`config.mk`:
```
export PLATFORM = sky130hd
export DESIGN_NAME = logic_pattern_seq
export DESIGN_NICKNAME = d
export VERILOG_FILES = /design/src/rtl/logic_pattern_seq.sv
export SDC_FILE = /design/constraint.sdc
export NUM_CORES = 1
export LEC_CHECK = 0
export CORE_ASPECT_RATIO = 0.6
export CORE_UTILIZATION = 40
export DETAILED_ROUTE_END_ITERATION = 6
export GPL_TIMING_DRIVEN = 0
export PLACE_DENSITY = 0.72
export RECOVER_POWER = 50
export SLEW_MARGIN = 25
export SYNTH_ARGS = -nofsm -noshare
export SYNTH_HDL_FRONTEND = slang
export SYNTH_SLANG_ARGS = --single-unit
```
`constraint.sdc`:
```
create_clock -name clk -period 2.2 [get_ports clk]
set_clock_uncertainty 0.1 [all_clocks]
set_input_delay 0.66 -clock clk [delete_from_list [all_inputs] [get_ports clk]]
set_output_delay 0.66 -clock clk [all_outputs]
set_load 0.02 [all_outputs]
```
`src/rtl/logic_pattern_seq.sv`:
```
// Stimulus sequencer: walks all N_IN-bit patterns with a valid/ready offer and a hold window.
// Define LOGIC_SEQ_CHECK_EN to add the operator-result checker (and/or/not inputs, sticky err).
module logic_pattern_seq #(
  parameter int N_IN        = 2,
  parameter int HOLD_CYCLES = 4
) (
  input  logic            clk,
  input  logic            rst_n,
  input  logic            start,
  input  logic            ready,
`ifdef LOGIC_SEQ_CHECK_EN
  input  logic            and_in,
  input  logic            or_in,
  input  logic            not_a_in,
  input  logic            not_b_in,
  output logic            err,
  output logic [N_IN-1:0] err_idx,
`endif
  output logic [N_IN-1:0] pat_vec,
  output logic            pat_valid,
  output logic [N_IN-1:0] pat_idx,
  output logic            busy,
  output logic            done
);

  typedef enum logic [1:0] {
    IDLE  = 2'd0,
    DRIVE = 2'd1,
    HOLD  = 2'd2,
    DONE  = 2'd3
  } state_e;

  localparam logic [N_IN-1:0] LAST_PAT  = '1;
  localparam logic [7:0]      HOLD_INIT = 8'(HOLD_CYCLES);

  state_e            state_q;
  logic [N_IN-1:0]   vec_q;
  logic              valid_q;
  logic              busy_q;
  logic              done_q;
  logic [7:0]        hold_q;
  logic              last_hold;

  assign last_hold = (state_q == HOLD) && (hold_q == 8'd1);

  always_ff @(posedge clk or negedge rst_n) begin
    if (!rst_n) begin
      state_q <= IDLE;
      vec_q   <= '0;
      valid_q <= 1'b0;
      busy_q  <= 1'b0;
      done_q  <= 1'b0;
      hold_q  <= '0;
    end else begin
      done_q <= 1'b0;
      case (state_q)
        IDLE: begin
          if (start) begin
            state_q <= DRIVE;
            vec_q   <= '0;
            valid_q <= 1'b1;
            busy_q  <= 1'b1;
          end
        end
        DRIVE: begin
          if (ready) begin
            state_q <= HOLD;
            hold_q  <= HOLD_INIT;
            valid_q <= 1'b0;
          end
        end
        HOLD: begin
          // The hold window ends on the cycle where the counter reads 1.
          if (last_hold) begin
            hold_q <= '0;
            if (vec_q == LAST_PAT) begin
              state_q <= DONE;
              done_q  <= 1'b1;
            end else begin
              state_q <= DRIVE;
              vec_q   <= vec_q + 1'b1;
              valid_q <= 1'b1;
            end
          end else begin
            hold_q <= hold_q - 8'd1;
          end
        end
        DONE: begin
          state_q <= IDLE;
          busy_q  <= 1'b0;
        end
        default: state_q <= IDLE;
      endcase
    end
  end

  assign pat_vec   = vec_q;
  assign pat_idx   = vec_q;
  assign pat_valid = valid_q;
  assign busy      = busy_q;
  assign done      = done_q;

`ifdef LOGIC_SEQ_CHECK_EN
  logic            err_q;
  logic [N_IN-1:0] err_idx_q;
  logic            op_a;
  logic            op_b;
  logic            mismatch;

  assign op_a     = vec_q[1];
  assign op_b     = vec_q[0];
  assign mismatch = {and_in, or_in, not_a_in, not_b_in} !=
                    {op_a & op_b, op_a | op_b, ~op_a, ~op_b};

  // Only the first failing pattern is recorded; err stays set until reset or a new sweep.
  always_ff @(posedge clk or negedge rst_n) begin
    if (!rst_n) begin
      err_q     <= 1'b0;
      err_idx_q <= '0;
    end else if ((state_q == IDLE) && start) begin
      err_q     <= 1'b0;
      err_idx_q <= '0;
    end else if (last_hold && mismatch && !err_q) begin
      err_q     <= 1'b1;
      err_idx_q <= vec_q;
    end
  end

  assign err     = err_q;
  assign err_idx = err_idx_q;
`endif

endmodule

```
; Yosys cells after proc, flatten, opt, wreduce, memory -nomap -nowiden
; Cells that the tools add are included.
[op_classes]
mul = 0
eq_ne = 9
n_bitwise = 0
div = 0
n_reduce_logical = 11
n_shift = 0
muxes = 21
magnitude_cmp = 0
n_addsub = 2
[op_table]
columns = operator, n
row1 = 2-to-1 mux 8 bit, 2
row2 = case mux 8 bit (2 select lines), 1
row3 = 2-to-1 mux 2 bit, 7
row4 = "equality test 8 x 1 -> 1 bit, second input constant", 1
row5 = "inequality test 2 bit, second input constant", 4
row6 = case mux 2 bit (4 select lines), 1
row7 = "subtractor 8 x 1 -> 8 bit, second input constant", 1
row8 = 2-to-1 mux 1 bit, 7
row9 = "equality test 2 bit, second input constant", 3
row10 = nonzero test 2 bit, 3
row11 = AND reduction 5 bit, 1
row12 = case mux 2 bit (2 select lines), 1
row13 = AND reduction 2 bit, 2
row14 = AND reduction 4 bit, 1
row15 = case mux 1 bit (3 select lines), 1
row16 = AND reduction 3 bit, 1
row17 = nonzero test 3 bit, 1
row18 = "adder 2 x 1 -> 2 bit, second input constant", 1
row19 = "equality test 2 x 1 -> 1 bit, second input constant", 1
row20 = zero test 2 bit, 1
row21 = case mux 1 bit (2 select lines), 1
row22 = logical AND 1 bit, 1
[totals]
romBits = 0
mem_count = 0
ff_bits = 15
in_bits = 4
latchBits = 0
ramBits = 0

; Longest topological paths before layout
[depth]
depth_word = 4
ltp_mapped = 6
ltp_nobuf = 5

; Least setup slack after synthesis
; OpenSTA, ideal clock, no wires.
[synth_timing]
path_kind = reg-to-reg
startpoint = reg hold_q[1]
endpoint = reg vec_q[0], in the netlist pat_idx[0]
arrival_ns = 1.870
n_path_buf = 1
setup_time_ns = 0.104
stages_incl_launch_ff = 7
slack_ns = 0.126
cell_sequence = dfrtp_1 inv_1 ha_1 or4b_4 buf_6 or4_4 o311ai_1
[synth_between]
elab_chain_cells = 4
[synth_rtl]
columns = item, line_no
row1 = "start, declared", 41  ; logic [7:0] hold_q;
row2 = "start signal, assigned", 85  ; hold_q <= hold_q - 8'd1;
row3 = equality test 8 x 1 -> 1 bit, 44  ; assign last_hold = (state_q == HOLD) && (hold_q == 8'd1);
row4 = logical AND 1 bit, 44
row5 = inequality test 2 bit (no source line), n/a
row6 = AND reduction 4 bit (no source line), n/a
row7 = "end signal, assigned", 81  ; vec_q <= vec_q + 1'b1;
row8 = "end, declared", 37  ; logic [N_IN-1:0] vec_q;
; Every way passes these cells.
; A chain may end at the register's enable or synchronous reset.

; Worst setup path in the final report
; Same ends and word-level chain as after synthesis.

==> summary.md <==
| Metric | Value |
|---|---|
| RR Startpoint | `hold_q[1]$_DFFE_PN0P_` |
| Area growth syn-to-layout | `22.9%` |
| Run status | `finished clean` |
| CTS tree | `done` |
| Final Max Tran Viols | `0` |
| Die X | `63.9 µm` |
| Reg2Reg Depth | `6` |
| Routed met2 length | `981 µm` |
| CP Launch Type | `flop` |
| Max Fanout on Critical Path | `10` |
| Syn_nets | `104` |
| Post-synthesis compound-gate area fraction | `22.2%` |
| Final Non-Filler Cells | `142` |
| Syn Inst Count | `97` |
| RSZ-0062 raised after global routing | `true` |
| Top cells by area, synth | `dfrtp_1 (41%), nand3_1 (5.4%), ha_1 (4.1%)` |
| Met3 wire length | `191 µm` |
| Initial antenna violation count | `0` |
| Static leakage | `0.458 nW` |
| Multi-input gate area | `478 µm²` |
| Routed WL per cell | `15.8 µm` |
| Most frequent cells after synthesis | `dfrtp_1 (15), nand3_1 (10), inv_1 (6), o21ai_0 (6), nand2_1 (5)` |
| I/O pins | `11` |
| FF-to-FF setup slack | `0.02 ns` |
| # clock sinks | `15` |
| Starting DRT DRC Count | `76` |
| EDFF count, synth | `0` |
| Post-synthesis sequential area ratio | `40.9%` |
| Fin crit share | `99.0%` |
| Wire length on met1 | `1.05 mm` |
| Max IR drop VDD | `684 µV` |
| Min-delay src | `hold_q[0]$_DFFE_PN0P_` |
| Worst-margin pin slew | `0.677 ns` |
| #FFs+latches synth | `15` |
| Top-count cell post-synth | `dfrtp_1` |
| Die Height | `39.1 µm` |
| Post-DP HPWL | `1.62 mm` |
| RePlAce Congestion | `0.828` |
| Routed wire length | `2.25 mm` |
| Fmax | `0.459 GHz` |
| Worst-Skew Late Latency | `0.25 ns` |
| Fin. Hold Viols | `0` |
| PD cells | `1400 nW/µm²` |
| First-pass GRT wire length | `3.86 mm` |
| Distinct cells, synth | `37` |
| Kind of end point of the critical path | `flop` |
| Htree depth | `1` |
| Register area | `378 µm²` |
| Fin nets | `120` |
| Synth Area in Simple Gates | `23.8%` |
| Mux cell area share after synthesis | `0%` |
| Util after Layout | `52.2%` |
| Post-Synth XOR/XNOR Area | `0%` |
| Layout cells sized above 1 | `15.2%` |
| TritonRoute pass-1 iters | `4` |
| Layout fillers | `197` |
| Starting Density | `42.5%` |
| Avg Inst Size Synth | `9.47 µm²` |
| Pin count of the biggest net entering global routing | `16` |
| Setup-failing EPs final | `0` |
| Placed Instance Area | `1060 µm²` |
| R2r endpoint | `pat_idx[0]$_DFFE_PN0P_` |
| Post-Syn Area | `918 µm²` |
| Via count | `863` |
| Root Driver | `clkbuf_8` |
| Gr usage total | `21.8%` |
| Hold worst-path end | `hold_q[0]$_DFFE_PN0P_` |
| Main combinational cell family by area after synthesis | `simple AND/OR/NAND/NOR gates` |
| Die area | `2500 µm²` |
| Core Region | `2160 µm²` |
| Remaining antenna violation count | `0` |
| Critical setup path kind | `reg2reg` |
| Minimum clock period | `2.18 ns` |
| Ant diodes | `0` |
| Max layer used | `met4` |
| Post-Synth Adder-Cell Area | `4.09%` |
| Worst hold path class | `reg2reg` |
| Synth top area share | `40.9%` |
| Row count | `13` |
| Post-synth ARST share | `100%` |
| Syn. warnings | `0` |
| Final instance area | `1130 µm²` |
| Rel. slew slack | `54.8%` |
| Vias in the first global route | `818` |
| Residual DRC count | `0` |
| Critical path arrival | `2.23 ns` |
| Worst Path Required | `2.25 ns` |
| Main flop type after synthesis | `dfrtp_1` |
| Buffers from clock root to sink, at most | `2` |
| Hold path depth | `1` |
| Setup TNS | `0 ns` |
| Dpl cells | `137` |
| CTS buffer count | `3` |
| Synth area leader | `dfrtp_1` |
| IO buf count | `10` |
| Number of max-cap violations | `0` |
| Clock transition at the registers of the reported paths | `0.06 ns` |
| Final global-route overflow total | `0` |
| Vias per cell | `6.08` |
-- through the flow --
stage,power [mW],setup slack [ns],hold WS (ns)
2_1_floorplan,1.03,0.126,0.264
3_3_place_gp,1.26,-0.0418,0.441
3_5_place_dp,1.30,-0.0453,0.463
4_1_cts,1.54,0.0182,0.474
5_1_grt,1.70,-0.0333,0.484
6_report,1.58,0.0212,0.442
-- registers in the layout, indices dropped and copies added, names as in the netlist --
signal / cells
state_q: 2
pat_idx: 2
pat_valid: 1
done: 1
hold_q: 8
busy: 1
-- critical path, cell delays in order (launching register included) --
cell	delay (ns)
dfrtp_1	0.39
inv_2	0.08
ha_1	0.16
or4b_4	0.46
buf_6	0.15
or4_4	0.51
o311ai_4	0.22
-- power breakdown --
group,internal (mW),switching (mW)
Clock,0.128,0.0959
Sequential,0.385,0.125
Combinational,0.378,0.469
-- cell usage in the layout (no fill, tap or decap), types with 3 or more instances in the layout --
cell,count
inv_1,5
buf_4,4
clkbuf_8,3
a21oi_1,3
o21ai_0,6
nor2b_1,3
dfrtp_1,13
nand2_1,5
clkdlybuf4s50_1,8
o211ai_1,4
nor3_1,3
ha_1,3
clkbuf_1,4
nand3_1,10
o311ai_0,3
o2111ai_1,3
-- metal layers --
| layer | vias up | track usage [%] |
|---|---|---|
| li1 | 404 | - |
| met3 | 4 | 6.18 |
| met5 | - | 0 |
| met2 | 39 | 34.8 |
| met1 | 416 | 28.3 |
| met4 | 0 | 8.52 |
-- how the worst max path moves through the flow --
stage                        endpoint  cells past startpoint             startpoint
2_1_floorplan  pat_idx[0]$_DFFE_PN0P_                      6  hold_q[1]$_DFFE_PN0P_
3_3_place_gp    hold_q[4]$_DFFE_PN0P_                      4                  ready
3_5_place_dp    hold_q[4]$_DFFE_PN0P_                      4                  ready
4_1_cts        pat_idx[0]$_DFFE_PN0P_                      5  hold_q[0]$_DFFE_PN0P_
5_1_grt        pat_idx[0]$_DFFE_PN0P_                      6  hold_q[1]$_DFFE_PN0P_
6_report       pat_idx[0]$_DFFE_PN0P_                      6  hold_q[1]$_DFFE_PN0P_
-- kinds of logic after synthesis --
kind of cell / count (synthesis)
DFF: 15
and+or+nand+nor: 36
buffers and inverters: 15
adders and majority gates: 3
AOI/OAI and AO/OA: 28
-- area by class of cell --
type | count | share of cell area (%)
Timing Repair Buffer | 11 | 9.53
Multi-Input combinational cell | 67 | 42.4
Sequential cell | 15 | 33.5
Buffer | 9 | 5.32
Inverter | 6 | 2.00
Tap cell | 30 | 3.33
Clock buffer | 4 | 3.99
-- repair_timing --
action / in CTS / in global routing
resized for setup: 1 / 5
setup endpoints to repair: 1 / 2
setup buffers: 1 / 0
hold buffers: 0 / 0
No activity file was read; power rests on OpenSTA's default activity.
